### src/rtl/kb_key_tracker.sv
// PS/2 scan-code decoder tracking six game keys with most-recent-wins direction arbitration.
// Optional macro KB_EXT_ARROWS_EN maps E0-prefixed arrow keys and keypad enter onto the base keys.
module kb_key_tracker #(
    parameter int TIMEOUT_CYCLES = 2_000_000
) (
    input  logic       clk,
    input  logic       reset,
    input  logic       scan_done_tick,
    input  logic [7:0] scan_code,
    output logic [5:0] key_held,
    output logic [5:0] key_press,
    output logic [1:0] dir,
    output logic       dir_valid
);
    localparam int CW = $clog2(TIMEOUT_CYCLES + 1);

    typedef enum logic [1:0] {IDLE, BREAK, EXT, EXT_BREAK} state_t;

    state_t        state_reg, state_next;
    logic [CW-1:0] cnt_reg;
    logic [5:0]    held_reg, held_next, press_next;
    logic [1:0]    last_reg, last_next, dir_next;
    logic          last_v_reg, last_v_next, dir_valid_next;
    logic          do_make, do_rel, is_ext, overrun;
    logic [3:0]    map;
    logic [5:0]    make_hit, rel_hit;

    // Returns {mapped, index[2:0]}.
    function automatic logic [3:0] map_base(input logic [7:0] c);
        case (c)
            8'h1C:   return 4'b1000;
            8'h23:   return 4'b1001;
            8'h1D:   return 4'b1010;
            8'h1B:   return 4'b1011;
            8'h2D:   return 4'b1100;
            8'h5A:   return 4'b1101;
            default: return 4'b0000;
        endcase
    endfunction

    function automatic logic [3:0] map_ext(input logic [7:0] c);
`ifdef KB_EXT_ARROWS_EN
        case (c)
            8'h6B:   return 4'b1000;
            8'h74:   return 4'b1001;
            8'h75:   return 4'b1010;
            8'h72:   return 4'b1011;
            8'h5A:   return 4'b1101;
            default: return 4'b0000;
        endcase
`else
        return (c == 8'h00) ? 4'b0000 : 4'b0000;
`endif
    endfunction

    always_comb begin
        state_next = state_reg;
        do_make    = 1'b0;
        do_rel     = 1'b0;
        is_ext     = 1'b0;
        overrun    = 1'b0;
        if (scan_done_tick) begin
            if (scan_code == 8'h00 || scan_code == 8'hFF) begin
                overrun    = 1'b1;
                state_next = IDLE;
            end else begin
                case (state_reg)
                    IDLE: begin
                        if (scan_code == 8'hF0)      state_next = BREAK;
                        else if (scan_code == 8'hE0) state_next = EXT;
                        else                         do_make = 1'b1;
                    end
                    BREAK: begin
                        if (scan_code == 8'hE0)      state_next = EXT_BREAK;
                        else if (scan_code != 8'hF0) begin
                            do_rel     = 1'b1;
                            state_next = IDLE;
                        end
                    end
                    EXT: begin
                        if (scan_code == 8'hF0)      state_next = EXT_BREAK;
                        else if (scan_code != 8'hE0) begin
                            do_make    = 1'b1;
                            is_ext     = 1'b1;
                            state_next = IDLE;
                        end
                    end
                    default: begin
                        if (scan_code != 8'hE0 && scan_code != 8'hF0) begin
                            do_rel     = 1'b1;
                            is_ext     = 1'b1;
                            state_next = IDLE;
                        end
                    end
                endcase
            end
        end else if (state_reg != IDLE && cnt_reg == CW'(1)) begin
            // Abandon a prefix whose follow-up byte never arrived.
            state_next = IDLE;
        end
    end

    assign map = is_ext ? map_ext(scan_code) : map_base(scan_code);

    for (genvar gi = 0; gi < 6; gi++) begin : g_key
        assign make_hit[gi] = do_make && map[3] && (map[2:0] == 3'(gi));
        assign rel_hit[gi]  = do_rel  && map[3] && (map[2:0] == 3'(gi));
    end

    always_comb begin
        press_next  = make_hit & ~held_reg;
        held_next   = overrun ? 6'b0 : ((held_reg | make_hit) & ~rel_hit);
        last_next   = last_reg;
        last_v_next = last_v_reg;
        if (overrun) begin
            last_next   = 2'd0;
            last_v_next = 1'b0;
        end else if (|press_next[3:0]) begin
            last_next   = map[1:0];
            last_v_next = 1'b1;
        end
        dir_valid_next = |held_next[3:0];
        // A still-held most-recent key wins; otherwise fixed priority up > down > left > right.
        if (last_v_next && held_next[last_next]) dir_next = last_next;
        else if (held_next[2])                   dir_next = 2'd2;
        else if (held_next[3])                   dir_next = 2'd3;
        else if (held_next[0])                   dir_next = 2'd0;
        else if (held_next[1])                   dir_next = 2'd1;
        else                                     dir_next = 2'd0;
    end

    always_ff @(posedge clk or posedge reset) begin
        if (reset) begin
            state_reg  <= IDLE;
            cnt_reg    <= '0;
            held_reg   <= '0;
            key_press  <= '0;
            last_reg   <= 2'd0;
            last_v_reg <= 1'b0;
            dir        <= 2'd0;
            dir_valid  <= 1'b0;
        end else begin
            state_reg  <= state_next;
            held_reg   <= held_next;
            key_press  <= press_next;
            last_reg   <= last_next;
            last_v_reg <= last_v_next;
            dir        <= dir_next;
            dir_valid  <= dir_valid_next;
            if (scan_done_tick)       cnt_reg <= CW'(TIMEOUT_CYCLES);
            else if (cnt_reg != '0)   cnt_reg <= cnt_reg - CW'(1);
        end
    end

    assign key_held = held_reg;
endmodule

### config.mk
export PLATFORM = sky130hd
export DESIGN_NAME = kb_key_tracker
export DESIGN_NICKNAME = d
export VERILOG_FILES = /design/src/rtl/kb_key_tracker.sv
export SDC_FILE = /design/constraint.sdc
export NUM_CORES = 1
export LEC_CHECK = 0
export CORE_MARGIN = 2
export CORE_UTILIZATION = 50
export CTS_CLUSTER_SIZE = 30
export DETAILED_ROUTE_END_ITERATION = 8
export GPL_TIMING_DRIVEN = 0
export PLACE_DENSITY = 0.8
export SETUP_SLACK_MARGIN = 0.3
export SYNTH_ARGS = -nofsm -noshare
export SYNTH_HDL_FRONTEND = slang
export SYNTH_SLANG_ARGS = --single-unit
### constraint.sdc
create_clock -name clk -period 7.64 [get_ports clk]
set_input_delay 1.528 -clock clk [delete_from_list [all_inputs] [get_ports clk]]
set_output_delay 1.528 -clock clk [all_outputs]
set_load 0.01 [all_outputs]
==> results.py <==
metrics = {
    "pwr": {
        "pwr-share-clk_pct": 30.4,
        "p_per_area_nw_per_um2": 198,
        "pwr-share-seq_pct": 44.4,
        "intPower_mw": 0.404,
        "total_power_mw": 0.579,
        "leakage_nw": 1.16,
        "peakVddDrop_mv": 0.192,
        "p_comb_share_pct": 25.3,
        "power_switching_mw": 0.175,
        "swShare_pct": 30.2,
    },
    "cts": {
        "cts_max_level": 2,
        "numCtsBuffers": 5,
        "cts_tree": "done",
        "cts_resized": 0,
        "cts.sink_count": 41,
        "clock_latency_ns": 0.30,
        "root_buffer": "clkbuf_8",
        "cts_buffer_depth": 2,
        "clk_pin_slew_worst_paths_ns": 0.08,
        "post-cts-setup-buffers": 0,
        "cts_hold_buf": 0,
    },
    "worst_setup_path": {
        "worstPathMaxFanout": 9,
        "required_ns": 7.83,
        "r2r_setup_slack_ns": 4.71,
        "path_buf_inv": 1,
        "worstSetupPathType": "input pin to flip-flop",
        "cpMaxStageDelayCell": "or4_4",
        "worstRegToRegCells": 10,
        "crit_path_start_kind": "input pin",
        "cp-end-kind": "flip-flop",
        "path_delay_family": "compound AO/OA/AOI/OAI gates",
        "r2r-start": "state_reg[1]",
        "crit_path_frequent_cell": "a211oi_2",
        "crit_arrival_ns": 4.56,
        "path_depth": 10,
        "crit_chain": "clkdlybuf4s50_1, or4_4, and3_4, a311oi_4, a21oi_1, a211oi_2, o21ai_1, a211oi_2, o21ai_2, mux2_4",
        "regToRegEndpoint": "dir[0]",
        "slowest_delay_ns": 0.60,
    },
    "cells_and_area": {
        "final_common_cell": "dfrtp_1",
        "diodes": 0,
        "final_area_um2": 2930,
        "syn_to_final_growth_pct": 17.6,
        "layout.cells.most_common_list": "dfrtp_1, clkdlybuf4s50_1, nor2_1",
        "layout-drive-gt1-share_pct": 13.6,
        "final_nets": 307,
        "fillers": 403,
        "largest_reg_flops": 21,
    },
    "floorplan": {
        "ios": 26,
        "core_area_um2": 4750,
        "rows": 25,
        "chipWidth_um": 74.6,
        "die_h_um": 74.6,
        "die-area_um2": 5570,
        "initial_core_util_pct": 52.4,
    },
    "logic_synthesis": {
        "yosysSeqAreaShare_pct": 41.2,
        "synth_cell_types": 60,
        "synthArstFlopShare_pct": 100,
        "ys_warn_count": 0,
        "avgSynthCellArea_um2": 9.48,
        "ys.flop_type": "dfrtp_1",
        "synthesis.area_um2": 2490,
        "synth_edf_count": 0,
        "synth.net_count": 276,
        "ys_ff_latch": 41,
        "synthCells": 263,
    },
    "drt": {
        "drt_wl_total_mm": 5.40,
        "vias_per_cell": 5.85,
        "ant_nets": 0,
        "drc": 0,
        "drt_pre_antenna_iters": 4,
        "via_count": 2117,
        "drt_iter0_drc": 152,
        "wl_per_cell_um": 14.9,
    },
    "sta": {
        "tightest_slew_ns": 0.827,
        "max_freq_mhz": 229,
        "min_period_over_period_pct": 57.1,
        "report.final.slew_viol_count": 0,
        "rsz0062_at_grt": "false",
        "setup_viol": 0,
        "fin_setup_tns_ns": 0,
        "hold_slack_ns": 0.482,
        "fin_worst_skew_ns": 0.00656,
        "hold_viol": 0,
        "layout_min_cycle_time_ns": 4.36,
        "relSlewSlack_pct": 44.8,
    },
    "grt": {
        "grt_pass1_wl_mm": 9.16,
        "grt_max_degree": 42,
        "grt_pass1_vias": 2084,
        "antenna_found_initial": 0,
        "grt_usage_pct": 21.7,
        "gr-total-overflow": 0,
    },
    "worst_hold_path": {
        "hp-class": "flip-flop to flip-flop",
        "hold_path_end": "key_press[5]",
        "holdPathStages": 1,
        "holdCritStartpoint": "key_held[5]",
    },
    "outcome": {
        "status": "complete, no violations",
    },
    "placement": {
        "io_buffers": 24,
        "hpwl_mm": 3.95,
        "gp_congestion": 0.948,
        "place_area_um2": 2820,
    },
    "run": {
        "maxCapViolCount": 0,
    },
}
[cell usage after synthesis (all sizes together), types with 3 or more instances]
| cell type | instances | area [µm²] |
|---|---|---|
| a211oi | 4 | 40.0 |
| a21oi | 19 | 95.1 |
| a311oi | 3 | 43.8 |
| and2 | 4 | 26.3 |
| and3 | 4 | 30.0 |
| buf | 4 | 35.0 |
| clkbuf | 4 | 35.0 |
| dfrtp | 41 | 1030 |
| inv | 6 | 22.5 |
| nand2 | 18 | 67.6 |
| nand2b | 9 | 56.3 |
| nand3 | 12 | 60.1 |
| nand4 | 4 | 31.3 |
| nor2 | 24 | 97.6 |
| nor3 | 17 | 85.1 |
| nor3b | 3 | 22.5 |
| nor4 | 7 | 43.8 |
| o211ai | 5 | 42.5 |
| o21a | 3 | 22.5 |
| o21ai | 15 | 78.8 |
| or3 | 7 | 43.8 |
| or4 | 6 | 52.6 |
| xnor2 | 10 | 87.6 |
| xor2 | 5 | 43.8 |
[cells by family (layout without fill, tap and decap cells)]
| kind of cell | Yosys count | count (layout) | share of synthesized area [%] |
|---|---|---|---|
| AND/OR/NAND/NOR | 129 | 129 | 29.8 |
| AO/OA/AOI/OAI | 60 | 60 | 18.0 |
| flip-flops | 41 | 41 | 41.2 |
| XOR/XNOR | 15 | 15 | 5.27 |
| buffers and inverters | 14 | 46 | 3.71 |
| adder cells (fa/ha/maj) | 2 | 2 | 1.00 |
| multiplexers | 2 | 2 | 1.00 |
[metal layers]
layer	wire length [µm]	GRT usage [%]	share of wire, %	up-vias
met5	0	0	0	-
met1	2410	25.6	45	1022
met2	2700	36.2	50	46
met4	111	9.33	2.1	0
li1	-	-	-	1033
met3	174	7.32	3.2	16
[area by class of cell]
type / instances / area [µm²] / area share (%)
multi-input combinational: 208 / 1370 / 46.9
sequential: 41 / 1030 / 35.0
timing repair buffer: 24 / 240 / 8.19
tap: 67 / 83.8 / 2.86
buffer: 8 / 70.1 / 2.39
clock buffer: 5 / 68.8 / 2.35
clock inverter: 3 / 46.3 / 1.58
inverter: 6 / 22.5 / 0.768
[power by group through the flow]
stage,combinational (mW),clock [mW],sequential (mW)
6_report,0.146,0.176,0.257
5_1_grt,0.163,0.190,0.260
3_5_place_dp,0.146,0,0.261
2_1_floorplan,0.102,0,0.260
3_3_place_gp,0.142,0,0.260
4_1_cts,0.146,0.178,0.257
[through the flow]
stage,cells,util [%],setup WS (ns)
3_5_place_dp,354,59.2,2.98
2_1_floorplan,263,-,3.79
4_1_cts,362,61.7,3.30
3_3_place_gp,354,59.2,3.07
5_1_grt,362,61.7,3.06
6_report,362,61.7,3.28
[worst max path at each step]
stage,startpoint,endpoint,slack (ns)
floorplan,scan_code[6],dir[0],3.79
global placement,scan_code[1],dir[0],3.07
detailed placement,scan_code[5],dir[0],2.98
CTS,scan_code[5],dir[0],3.30
global route,scan_code[1],dir[0],3.06
finish,scan_code[5],dir[0],3.28
No activity file was read; power rests on OpenSTA's default activity.
